`src/rtl/pc_sequencer.sv`:
```
// pc_sequencer
//   Holds the architectural PC, supplies pc+4 to the branch addressor and
//   applies a taken branch/jump target after exactly one delay-slot
//   instruction. Stalls on memory waitrequest, halts when a taken target
//   equal to HALT_ADDR retires its delay slot, and flags misaligned targets.
//
// Ports:
//   clk          rising-edge clock
//   rst_n        synchronous active-low reset (wins over everything)
//   stall        hold all state this cycle
//   branch_taken current instruction is a taken branch/jump
//   branch_addr  branch/jump target, valid with branch_taken
//   pc           address of the current instruction
//   pcnext       pc + 4 (combinational, wraps)
//   delay_slot   current instruction is a delay-slot instruction
//   active       1 while running, 0 once halted
//   addr_error   sticky misaligned-target flag
module pc_sequencer #(
    parameter logic [31:0] RESET_VECTOR = 32'hBFC00000,
    parameter logic [31:0] HALT_ADDR    = 32'h00000000
) (
    input  logic        clk,
    input  logic        rst_n,
    input  logic        stall,
    input  logic        branch_taken,
    input  logic [31:0] branch_addr,
    output logic [31:0] pc,
    output logic [31:0] pcnext,
    output logic        delay_slot,
    output logic        active,
    output logic        addr_error
);

    typedef enum logic [1:0] {
        S_RUN    = 2'd0,
        S_DELAY  = 2'd1,
        S_HALTED = 2'd2
    } state_t;

    state_t      state_q;
    logic [31:0] pc_q;
    logic [31:0] target_q;
    logic        delay_slot_q;
    logic        active_q;
    logic        addr_error_q;

    logic [31:0] pc_inc_d;
    logic        advance_d;

    assign pc_inc_d  = pc_q + 32'd4;
    // HALTED is a dead end until reset, so it never advances.
    assign advance_d = !stall && (state_q != S_HALTED);

    always_ff @(posedge clk) begin
        if (!rst_n) begin
            state_q      <= S_RUN;
            pc_q         <= RESET_VECTOR;
            target_q     <= 32'd0;
            delay_slot_q <= 1'b0;
            active_q     <= 1'b1;
            addr_error_q <= 1'b0;
        end else if (advance_d) begin
            case (state_q)
                S_RUN: begin
                    if (branch_taken) begin
                        if (branch_addr[1:0] != 2'b00) begin
                            // Misaligned target: stop with pc pointing at the
                            // offending branch.
                            addr_error_q <= 1'b1;
                            active_q     <= 1'b0;
                            state_q      <= S_HALTED;
                        end else begin
                            target_q     <= branch_addr;
                            pc_q         <= pc_inc_d;
                            delay_slot_q <= 1'b1;
                            state_q      <= S_DELAY;
                        end
                    end else begin
                        pc_q <= pc_inc_d;
                    end
                end
                S_DELAY: begin
                    // A branch sitting in the delay slot is ignored; the
                    // first target always wins.
                    delay_slot_q <= 1'b0;
                    pc_q         <= target_q;
                    if (target_q == HALT_ADDR) begin
                        active_q <= 1'b0;
                        state_q  <= S_HALTED;
                    end else begin
                        state_q  <= S_RUN;
                    end
                end
                default: state_q <= S_HALTED;
            endcase
        end
    end

    assign pc         = pc_q;
    assign pcnext     = pc_inc_d;
    assign delay_slot = delay_slot_q;
    assign active     = active_q;
    assign addr_error = addr_error_q;

endmodule
```
`config.mk`:
```
export PLATFORM = sky130hd
export DESIGN_NAME = pc_sequencer
export DESIGN_NICKNAME = d
export VERILOG_FILES = /design/src/rtl/pc_sequencer.sv
export SDC_FILE = /design/constraint.sdc
export NUM_CORES = 1
export LEC_CHECK = 0
export BUFFER_PORTS_ARGS = -buffer_cell sky130_fd_sc_hd__clkbuf_2
export CORE_AREA = 5 5 81 140
export DETAILED_ROUTE_END_ITERATION = 16
export DIE_AREA = 0 0 86 145
export SYNTH_ARGS = -nofsm -noshare
export SYNTH_HDL_FRONTEND = slang
export SYNTH_SLANG_ARGS = --single-unit
```
`constraint.sdc`:
```
create_clock -name clk -period 2.67 [get_ports clk]
set_input_delay 0.534 -clock clk [delete_from_list [all_inputs] [get_ports clk]]
set_output_delay 0.534 -clock clk [all_outputs]
set_load 0.005 [all_outputs]
```
Yosys cells after proc, flatten, opt, wreduce, memory -nomap -nowiden --
Cells that the tools add are included.
Operators by class: multiplexer cells 14, multiply operators 0, divide/modulo/power cells 0, $lt $le $gt $ge 0, equal/unequal tests 7, shift-type cells 0, reduce and logical (&&, ||, !) cells 12, add/subtract/negate cells 1, bitwise gates (word level) 1
Operator list (count):
- 2-to-1 mux 32 bit | 2
- one-hot mux 32 bit (2 select lines) | 1
- adder 32 x 3 -> 32 bit, second input constant | 1
- zero test 32 bit | 1
- AND reduction 4 bit | 3
- != test 2 bit, second input constant | 5
- 2-to-1 mux 2 bit | 3
- 2-to-1 mux 1 bit | 5
- AND reduction 5 bit | 1
- one-hot mux 1 bit (2 select lines) | 2
- one-hot mux 2 bit (2 select lines) | 1
- nonzero test 2 bit | 2
- != test 3 bit, second input constant | 1
- AND reduction 3 bit | 1
- equality test 2 x 1 -> 1 bit, second input constant | 1
- zero test 2 bit | 1
- AND reduction 2 bit | 1
- logical AND 1 bit | 1
- zero test 1 bit | 1
- inverter 1 bit | 1
Storage, ports and cells: RAM bits 0, output and inout bits 67, flip-flop bits (word level) 69, input port bits 36, bits in read-only memories 0, bits in latches 0, memories 0, logic and storage cells 41

Depth between registers and ports, before layout --
word-level depth 4, depth in mapped cells 8

Worst setup path after synthesis --
No wires, ideal clock.
kind reg-to-output, from register pc_q[2], in the netlist pc[2], to output pcnext[22], setup slack 0.439 ns, data required time 2.136 ns, stages on the path, launching flop included 8, arrival 1.697 ns, buffers on the path 1, cells stage by stage dfxtp_1 > ha_1 > nand2_1 > nor4_1 > buf_2 > and2_1 > nand2_1 > xnor2_1
On the way: longest elaborated chain between the ends 1
Ends and longest elaborated chain:
- from (decl) | RTL line 41 | logic [31:0] pc_q;
- from (signal assigned) | RTL line 74 | pc_q <= pc_inc_d;
- from (signal assigned) | RTL line 79 | pc_q <= pc_inc_d;
- from (signal assigned) | RTL line 86 | pc_q <= target_q;
- adder 32 x 3 -> 32 bit | RTL line 50 | assign pc_inc_d = pc_q + 32'd4;
- to (decl) | RTL line 28 | output logic [31:0] pcnext,
No other way between the ends.

Worst setup path in the final report --
from register pc_q[3], in the netlist pc[3], to output pcnext[24]
Same word-level chain as after synthesis.

==> impl_metrics.tcl <==
set metrics [dict create \
    synth_edf_count 0 \
    setup_tns_ns 0 \
    crit_path_max_fanout 8 \
    cts-buffers-inserted 9 \
    synth_area_um2 3940 \
    p_int_mw 1.91 \
    power_frac_comb_pct 9.4 \
    routed_via_density 5.47 \
    num_vias 3989 \
    drtAntennaViolNets 0 \
    hold_buffers 0 \
    htreeDepth 3 \
    finalMaxSlewViolations 0 \
    rows 49 \
    synth_area_per_cell_um2 7.86 \
    rsz0062_at_grt "no" \
    grt_pass1_vias 3816 \
    fin_cells 729 \
    synth-seq-area-share_pct 35.1 \
    p_leak_nw 2.05 \
    powerDensity_nw_per_um2 507 \
    worstSetupEndpointType "output port" \
    syn_inst 501 \
    cts.sinks 69 \
    nets 637 \
    synth_most_common_cell "nand2_1" \
    synth_common_cells "nand2_1, dfxtp_1, a21boi_0" \
    yosysTopAreaCellShare_pct 35.1 \
    max_freq_mhz 395 \
    gp_congestion 0.935 \
    clockRootBuffer "clkbuf_16" \
    n_antenna_cell 0 \
    wl_per_cell_um 16.7 \
    yosysTopAreaCell "dfxtp_1" \
    gr-total-overflow 0 \
    final_layout_size_suffix_gt1_share_pct 28.4 \
    grt_use_total_pct 19.2 \
    grt.met3_usage_pct 2.38 \
    peakVddDrop_uv 339 \
    ys_warn_count 0 \
    slew_headroom_pct 45.3 \
    syn2layout_area_growth_pct 25.0 \
    synthDistinctLibCells 61 \
    ys_ff_latch 69 \
    dr.pass1.iters 5 \
    core_area_um2 10100 \
    finalSetupViolations 0 \
    cp_data_required_time_ns 2.14 \
    antenna_found_initial 0 \
    switching_power_uw 581 \
    post-place-cells 713 \
    grt_pass1_wl_mm 19.3 \
    fin_crit_sh_pct 94.9 \
    syn_nets 538 \
    p_total_mw 2.49 \
    async_flop_share_pct 0 \
    use_met2_pct 33.2 \
    io_buffers 102 \
    status "finished clean" \
    wirelength_mm 12.1 \
    grt_max_degree 34 \
    grtUsageMet1_pct 23.3 \
    worst_slew_pin_slew_ns 0.821 \
    io_pins 103 \
    fin_crit_ns 2.53 \
    gr-max-usage-layer "met2" \
    clkPwrFrac_pct 47.3 \
    drtIter0Drc 282 \
    die_w_um 86 \
    netlist_top_cells_area "dfxtp_1, nand2_1, a21boi_0, xnor2_1, nor2_1" \
    hold_path_class "in2reg" \
    clk_pin_slew_ns 0.05 \
    clockBufferDepth 2 \
    initial_core_util_pct 38.9 \
    clk_latency_ns 0.33 \
    start_kind "flip-flop" \
    swShare_pct 23.3 \
    max-cap-violations 0 \
    die_h_um 145 \
    place_hpwl_mm 9.09 \
    worst_clock_skew_ns 0.00393 \
    seq_power_share_pct 43.3 \
    synth_flop_cell "dfxtp_1" \
    arrival_ns 2.00 \
    hold_viol 0 \
    path_class "reg2out" \
    drcViolationCount 0 \
    fp.dieArea_um2 12500 \
    tritoncts "yes" \
]
## final cells by class
| cell class | count | area, µm² |
|---|---|---|
| Clock buffer | 11 | 253 |
| Inverter | 4 | 15.0 |
| Clock inverter | 2 | 35.0 |
| Timing Repair Buffer | 131 | 741 |
| Fill cell | 1022 | 5190 |
| Tap cell | 127 | 159 |
| Multi-Input combinational cell | 385 | 2330 |
| Sequential cell | 69 | 1390 |
## per-stage QoR
step | hold slack (ns) | cell area (µm²) | setup WS (ns) | utilization (%)
6_report | 0.424 | 4920 | 0.137 | 48.6
5_1_grt | 0.447 | 4920 | 0.0107 | 48.6
4_1_cts | 0.418 | 4890 | 0.0146 | 48.3
3_5_place_dp | 0.460 | 4590 | 0.270 | 45.4
3_3_place_gp | 0.450 | 4590 | 0.369 | 45.4
2_1_floorplan | 0.441 | 3940 | 0.439 | -
## timing repair
action / CTS / global route
cloned: 0 / 0
endpoints found under the setup margin: 3 / 9
setup buffers: 1 / 2
resized for setup: 0 / 11
pin swaps: 1 / 0
## worst max-delay path: stages (launching register included)
cell,delay (ns)
dfxtp_1,0.42
ha_1,0.20
nand2_1,0.10
nor4_1,0.21
buf_4,0.22
and2_1,0.17
nand2_1,0.07
xnor2_1,0.13
clkbuf_2,0.13
## worst paths after layout
path	from	endpoint	depth (start not counted)	slack, ns
setup / recovery	pc[3]	pcnext[24]	8	0.14
hold / removal	branch_addr[10]	target_q[10]	3	0.42
setup reg to reg	pc[3]	pc[18]	6	0.65
hold reg to reg	active	active	1	0.47
## sequential cells by signal, indices dropped and copies added, names as in the netlist
| name | count |
|---|---|
| pc | 32 |
| target_q | 32 |
| state_q | 2 |
| active | 1 |
| addr_error | 1 |
| delay_slot | 1 |
## metal layers
metal / up-vias / part of all wire [%]
met4: 0 / 2.8
li1: 1959 / -
met3: 25 / 4.6
met2: 137 / 52
met1: 1868 / 40
met5: - / 0
## cells by family (layout without fill, tap and decap cells)
kind of cell               after synthesis  after routing  synth area share, %
AOI/OAI and AO/OA                      125            125                 21.1
and+or+nand+nor                        224            224                 28.9
xor gates and xnor gates                28             28                 6.23
muxes                                    7              7                 1.97
adders and majority gates                1              1                0.318
buffers and inverters                   47            148                 6.39
DFF                                     69             69                 35.1
## power groups by stage
stage	Sequential, mW	Combinational [mW]	Clock (mW)
floorplan	1.09	0.131	0
global placement	1.10	0.232	0
detailed placement	1.10	0.234	0
CTS	1.08	0.235	1.20
global route	1.08	0.257	1.23
finish	1.08	0.233	1.18
## cells in the final DEF, fill, tap and decap left out, types with 7 or more instances in the layout
cell type,n
a31oi_1,7
dfxtp_1,60
dfxtp_2,9
a21o_1,8
o21ai_0,19
a21oi_1,19
nand2b_1,7
buf_4,28
a21boi_0,28
and3_1,15
nor2_1,27
nand4_1,14
clkbuf_16,9
o31ai_1,8
nand2_1,96
clkbuf_2,102
o21ai_1,7
nand3_1,20
xor2_1,8
xnor2_1,20
nor4_1,11
No activity file was read; power rests on OpenSTA's default activity.
